**config.mk**
```make
export PLATFORM = sky130hd
export DESIGN_NAME = lsu
export DESIGN_NICKNAME = d
export VERILOG_FILES = /design/src/rtl/lsu.sv
export SDC_FILE = /design/constraint.sdc
export NUM_CORES = 2
export LEC_CHECK = 0
export CAP_MARGIN = 10
export CORE_AREA = 2 2 506 508
export CTS_CLUSTER_SIZE = 25
export DETAILED_ROUTE_END_ITERATION = 8
export DIE_AREA = 0 0 508 510
export HOLD_SLACK_MARGIN = 0.12
export PLACE_DENSITY = 0.79
export SYNTH_ARGS = -nofsm -noshare
export SYNTH_HDL_FRONTEND = slang
export SYNTH_SLANG_ARGS = --single-unit
```
**constraint.sdc**
```tcl
create_clock -name clk -period 4.9 [get_ports clk]
set_input_delay 1.47 -clock clk [delete_from_list [all_inputs] [get_ports clk]]
set_output_delay 1.47 -clock clk [all_outputs]
set_load 0.03 [all_outputs]
```
**src/rtl/lsu.sv**
```systemverilog
// Load/store unit: answers the control unit's en_ls handshake with a fixed-latency
// access to an internal word-addressed data memory and a one-cycle ls_done pulse.
module lsu #(
  parameter int DATA_W  = 16,
  parameter int ADDR_W  = 8,
  parameter int LATENCY = 2
) (
  input  logic              clk,
  input  logic              reset,
  input  logic [1:0]        en_ls,
  input  logic [ADDR_W-1:0] addr,
  input  logic [DATA_W-1:0] d_in,
  output logic [DATA_W-1:0] d_out,
  output logic              ls_done,
  output logic              ls_err
);

  localparam int CNT_W = (LATENCY > 1) ? $clog2(LATENCY) : 1;
  localparam logic [CNT_W-1:0] CNT_INIT = CNT_W'(LATENCY - 1);
  localparam int DEPTH = 2 ** ADDR_W;

  typedef enum logic [1:0] {IDLE, BUSY, DONE, RELEASE} state_t;

  state_t            state_reg, state_next;
  logic [CNT_W-1:0]  cnt_reg, cnt_next;
  logic              store_reg, store_next;
  logic [ADDR_W-1:0] addr_reg, addr_next;
  logic [DATA_W-1:0] data_reg, data_next;
  logic [DATA_W-1:0] d_out_reg;
  logic              done_reg, err_reg;
  logic              access, err_fire, load_fire, store_fire;

  logic [DATA_W-1:0] mem [0:DEPTH-1];

  always_comb begin
    state_next = state_reg;
    cnt_next   = cnt_reg;
    store_next = store_reg;
    addr_next  = addr_reg;
    data_next  = data_reg;
    access     = 1'b0;
    err_fire   = 1'b0;
    case (state_reg)
      IDLE: begin
        if (en_ls == 2'b01 || en_ls == 2'b10) begin
          store_next = en_ls[1];
          addr_next  = addr;
          data_next  = d_in;
          cnt_next   = CNT_INIT;
          state_next = BUSY;
        end else if (en_ls == 2'b11) begin
          err_fire = 1'b1;
        end
      end
      BUSY: begin
        if (cnt_reg != '0) begin
          cnt_next = cnt_reg - CNT_W'(1);
        end else begin
          access     = 1'b1;
          state_next = DONE;
        end
      end
      // A request still held after completion parks in RELEASE so it cannot retrigger.
      DONE:    state_next = (en_ls == 2'b00) ? IDLE : RELEASE;
      RELEASE: if (en_ls == 2'b00) state_next = IDLE;
      default: state_next = IDLE;
    endcase
  end

  assign load_fire  = access & ~store_reg;
  assign store_fire = access & store_reg;

  always_ff @(posedge clk or posedge reset) begin
    if (reset) begin
      state_reg <= IDLE;
      cnt_reg   <= '0;
      store_reg <= 1'b0;
      addr_reg  <= '0;
      data_reg  <= '0;
      d_out_reg <= '0;
      done_reg  <= 1'b0;
      err_reg   <= 1'b0;
    end else begin
      state_reg <= state_next;
      cnt_reg   <= cnt_next;
      store_reg <= store_next;
      addr_reg  <= addr_next;
      data_reg  <= data_next;
      done_reg  <= access;
      err_reg   <= err_fire;
      if (load_fire) d_out_reg <= mem[addr_reg];
    end
  end

  // Memory is deliberately outside the reset domain; reset forces IDLE so no pending store fires.
  always_ff @(posedge clk) begin
    if (store_fire) mem[addr_reg] <= data_reg;
  end

  assign d_out   = d_out_reg;
  assign ls_done = done_reg;
  assign ls_err  = err_reg;

endmodule

```
[After elaboration in Yosys (flattened, before gate mapping)]
Memories as Yosys holds them, arrays and structs flattened. A register that Yosys moved wholly into a read port is not among the register bits.
Index checks and enable logic that the tools add are counted.
Storage, ports and cells
  RAM bits: 4096
  memories kept: 1
  memory bits (read-only): 0
  latch bits: 0
  input bits: 28
  logic and storage cells: 43
  register bits: 30
  output and inout port bits: 18
Operators by class
  magnitude comparators: 0
  reductions and logical operators: 7
  shifts and indexed selects: 0
  $add $sub $neg: 1
  bitwise operators: 3
  multiplexer cells: 15
  divide/modulo/power cells: 0
  multiply operators: 0
  equality and inequality tests: 9
Memories
  mem: depth 256, width 16, rd ports 1, clocked after Yosys merged registers in 1, write ports 1, line 33  | logic [DATA_W-1:0] mem [0:DEPTH-1];
Operators by type and width (count)
  two-way mux 1 bit: 9
  == test 2 bit, second input constant: 4
  two-way mux 2 bit: 4
  case mux 2 bit (4 select lines): 1
  != test 2 bit, second input constant: 3
  == test 2 x 1 -> 1 bit, second input constant: 2
  zero test 2 bit: 2
  AND reduction 2 bit: 2
  AND reduction 3 bit: 1
  AND 1 bit: 2
  case mux 1 bit (2 select lines): 1
  nonzero test 2 bit: 1
  logical OR 1 bit: 1
  NOT 1 bit: 1
  subtractor 1 bit, second input constant: 1

[Depth between registers and ports, before layout]
  word-level depth: 5
  gate-level depth with buffers: 13
  gate-level depth less buffers: 7

[Least setup slack after synthesis]
No wires, ideal clock.
  path kind: register to register
  from: register data_reg[0]
  to: memory mem[0][0] (data pin)
  data arrival time: 3.181 ns
  cell stages (with the launch flop): 1
  required time: 4.097 ns
  clock period less this slack: 3.984 ns
  path buffers: 0
  library setup time: 0.803 ns
  setup slack: 0.916 ns
  cell sequence: dfrtp_1
RTL lines
  start, declared: line 28  | logic [DATA_W-1:0] data_reg, data_next;
  start signal, assigned: line 88  | data_reg <= data_next;
  end, declared: line 33
No word-level cell before the write port.

==> results.json <==
{
  "path_cells": "buf_12 -> buf_12 -> nand2_1 -> a211oi_1 -> a211oi_1 -> clkbuf_4 -> a221oi_1 -> nand3_1 -> a31oi_1 -> a21oi_1",
  "synth_seq_cells": 4142,
  "cp_max_fo": 31,
  "ios": 46,
  "whs_ns": 0.576,
  "synth.most_common_cell": "edfxtp_1",
  "drtIter0Drc": 14300,
  "clock_path_buffers": 4,
  "insertion_delay_ns": 1.02,
  "critPathLaunchType": "register",
  "globalRouteOverflowTotal": 0,
  "synth_warnings": 0,
  "required_ns": 5.76,
  "num_vias": 81600,
  "io_buffer_count": 45,
  "die-area_um2": 259000,
  "grt_max_degree": 217,
  "synth_edf_count": 4096,
  "cap_violations": 0,
  "dp_cells": 10500,
  "setup_viol": 0,
  "routed_wl_um": 436000,
  "clock.fmax_ghz": 0.205,
  "worstHoldStart": "state_reg[0]$_DFFE_PP0P_",
  "timing_hold_violations_final": 0,
  "final_cell_count_no_fill": 11300,
  "drive_gt1_frac": 0.285,
  "peakVddDrop_v": 0.000727,
  "worst_pin_slew_ns": 1.35,
  "fin_crit_ns": 4.89,
  "synth_top_area_share": 0.774,
  "dp_worst_setup_slack_ns": 0.292,
  "yosysSeqAreaShare": 0.781,
  "areaGrowthSynthToFinish_pct": 13.0,
  "multi_input_area_um2": 32900,
  "hold_end": "ls_err$_DFF_PP0_",
  "hold_class": "register to register",
  "synth-xor-area-share": 0,
  "critPathTopFamily": "compound AO/OA/AOI/OAI gates",
  "p_leak_nw": 57.2,
  "finClkSkew_ns": 0.0670,
  "postCtsSetupRepairBufs": 0,
  "cts-buffers-inserted": 407,
  "ant_nets": 0,
  "synth_area_leaders": "edfxtp_1 (77%), mux4_2 (14%), mux2i_1 (2.3%)",
  "setup_ws_ns": 0.0117,
  "final_nets": 7611,
  "synth_fp_nets": 7008,
  "synth_compound_area_frac": 0.0204,
  "dieWidth_um": 508,
  "synthCells": 6978,
  "rsz0062_at_grt": "no",
  "regArea_um2": 124000,
  "ff2ff_path_depth": 10,
  "cts_max_level": 5,
  "relSlewSlack": 0.0992,
  "rows": 185,
  "start_util": 0.627,
  "syn_area_um2": 159000,
  "fill_cells": 13600,
  "maxSlewViolCount": 0,
  "dpl.hpwl_um": 243000,
  "rr_endpoint": "d_out[14]$_DFFE_PP0P_",
  "async_flop_share": 0.0111,
  "final_area_um2": 180000,
  "ctsResizeCount": 0,
  "cp_slowest_cell": "dfrtp_4",
  "synth_fa_ha_area_frac": 0.000157,
  "final_util": 0.709,
  "dpl-instance-area_um2": 167000,
  "path_buf_inv": 3,
  "arrival_ns": 5.75,
  "wl_per_cell_um": 38.7,
  "grt_pass1_wl_um": 617000,
  "coreArea_um2": 253000,
  "cts.sinks": 4142,
  "whs_path_depth": 1,
  "fp.dieH_um": 510,
  "antenna_found_initial": 19,
  "r2r_slack_ns": 0.01,
  "synth_top_family_by_area": "multiplexers",
  "firstDrtPassIters": 7,
  "drc": 0,
  "finalSetupTns_ns": 0,
  "ys.flop_type": "edfxtp_1",
  "synth.area.mux_share": 0.171,
  "gp_congestion": 0.897,
  "synthSimpleGateAreaFrac": 0.0149,
  "syn_avg_cell_area_um2": 22.8,
  "r2r_start": "addr_reg[0]$_DFFE_PP0P_",
  "crit_type": "register to register",
  "grt_pass1_vias": 81600,
  "power_density_nw_per_um2": 618,
  "status": "complete, no violations",
  "cts_hold_buffers": 0,
  "ys_top_cells_by_count": "edfxtp_1 (4096), mux4_2 (1017), mux2i_1 (372)",
  "cts-root-buf": "clkbuf_16",
  "clk_pin_slew_ns": 0.06,
  "cts_tree": "built",
  "power_mw": 111,
  "slowest_delay_ns": 1.12,
  "grt_usage": 0.341,
  "crit_path_end_kind": "register",
  "yosys.cell_types.count": 58,
  "largest_reg_flops": 4096,
  "vias_per_cell": 7.24,
  "period_share": 0.998,
  "yosys.area.top_type": "edfxtp_1"
}
[power by group]
group / total [mW] / leakage, nW / switching (mW) / internal (mW)
Clock: 30.6 / 6.29 / 13.1 / 17.5
Combinational: 33.6 / 13.5 / 21.3 / 12.2
Sequential: 46.8 / 37.4 / 2.20 / 44.7
Total: 111 / 57.2 / 36.6 / 74.4
[worst max path at each step]
stage                            endpoint  depth (start not counted)                    start
finish              d_out[14]$_DFFE_PP0P_                         10  addr_reg[0]$_DFFE_PP0P_
global route        d_out[14]$_DFFE_PP0P_                         10  addr_reg[0]$_DFFE_PP0P_
CTS                 d_out[14]$_DFFE_PP0P_                          9  addr_reg[0]$_DFFE_PP0P_
detailed placement  d_out[14]$_DFFE_PP0P_                          9  addr_reg[0]$_DFFE_PP0P_
global placement    d_out[14]$_DFFE_PP0P_                          9  addr_reg[0]$_DFFE_PP0P_
floorplan             mem[0][0]$_DFFE_PP_                          0  data_reg[0]$_DFFE_PP0P_
[cells in the final DEF (no fill, tap or decap), types with 44 or more instances in the layout]
cell,n
a22oi_1,132
buf_12,68
buf_4,486
clkbuf_1,88
clkbuf_16,411
clkdlybuf4s50_1,45
clkinv_1,80
clkinv_2,80
edfxtp_1,4096
mux2_2,44
mux2i_1,372
mux4_2,1017
nand2_1,81
nand3_1,53
nor2_1,273
o22ai_1,76
[cells by family (layout without fill, tap and decap cells)]
logic type      count (synthesis)  after routing
fa+ha+maj                       2              2
other cells                     0              5
simple gates                  540            540
compound gates                448            448
mux                          1433           1433
flops                        4142           4142
buf+inv                       413           1340
[layout make-up]
cell class	count	area share
flip-flops and latches	4142	0.691
multi-input cells	2423	0.183
clock buffers	507	0.0597
repair buffers	601	0.0305
well taps	3366	0.0234
clock inverters	226	0.0117
inverters	6	0.000125
diodes	5	0.0000696
[routing by layer]
layer / GRT usage / wire length, um
met5: 0 / 157
met1: 0.454 / 142000
met2: 0.521 / 205000
met4: 0.182 / 27700
met3: 0.0944 / 61600
[worst register-to-register path, cell delays in order, from the launching register on]
cell	delay [ns]
dfrtp_4	1.12
buf_12	0.31
buf_12	0.26
nand2_1	0.22
a211oi_1	1.00
a211oi_1	0.19
clkbuf_4	0.28
a221oi_1	0.53
nand3_1	0.43
a31oi_1	0.29
a21oi_1	0.10
(Power assumes the default switching activity.)
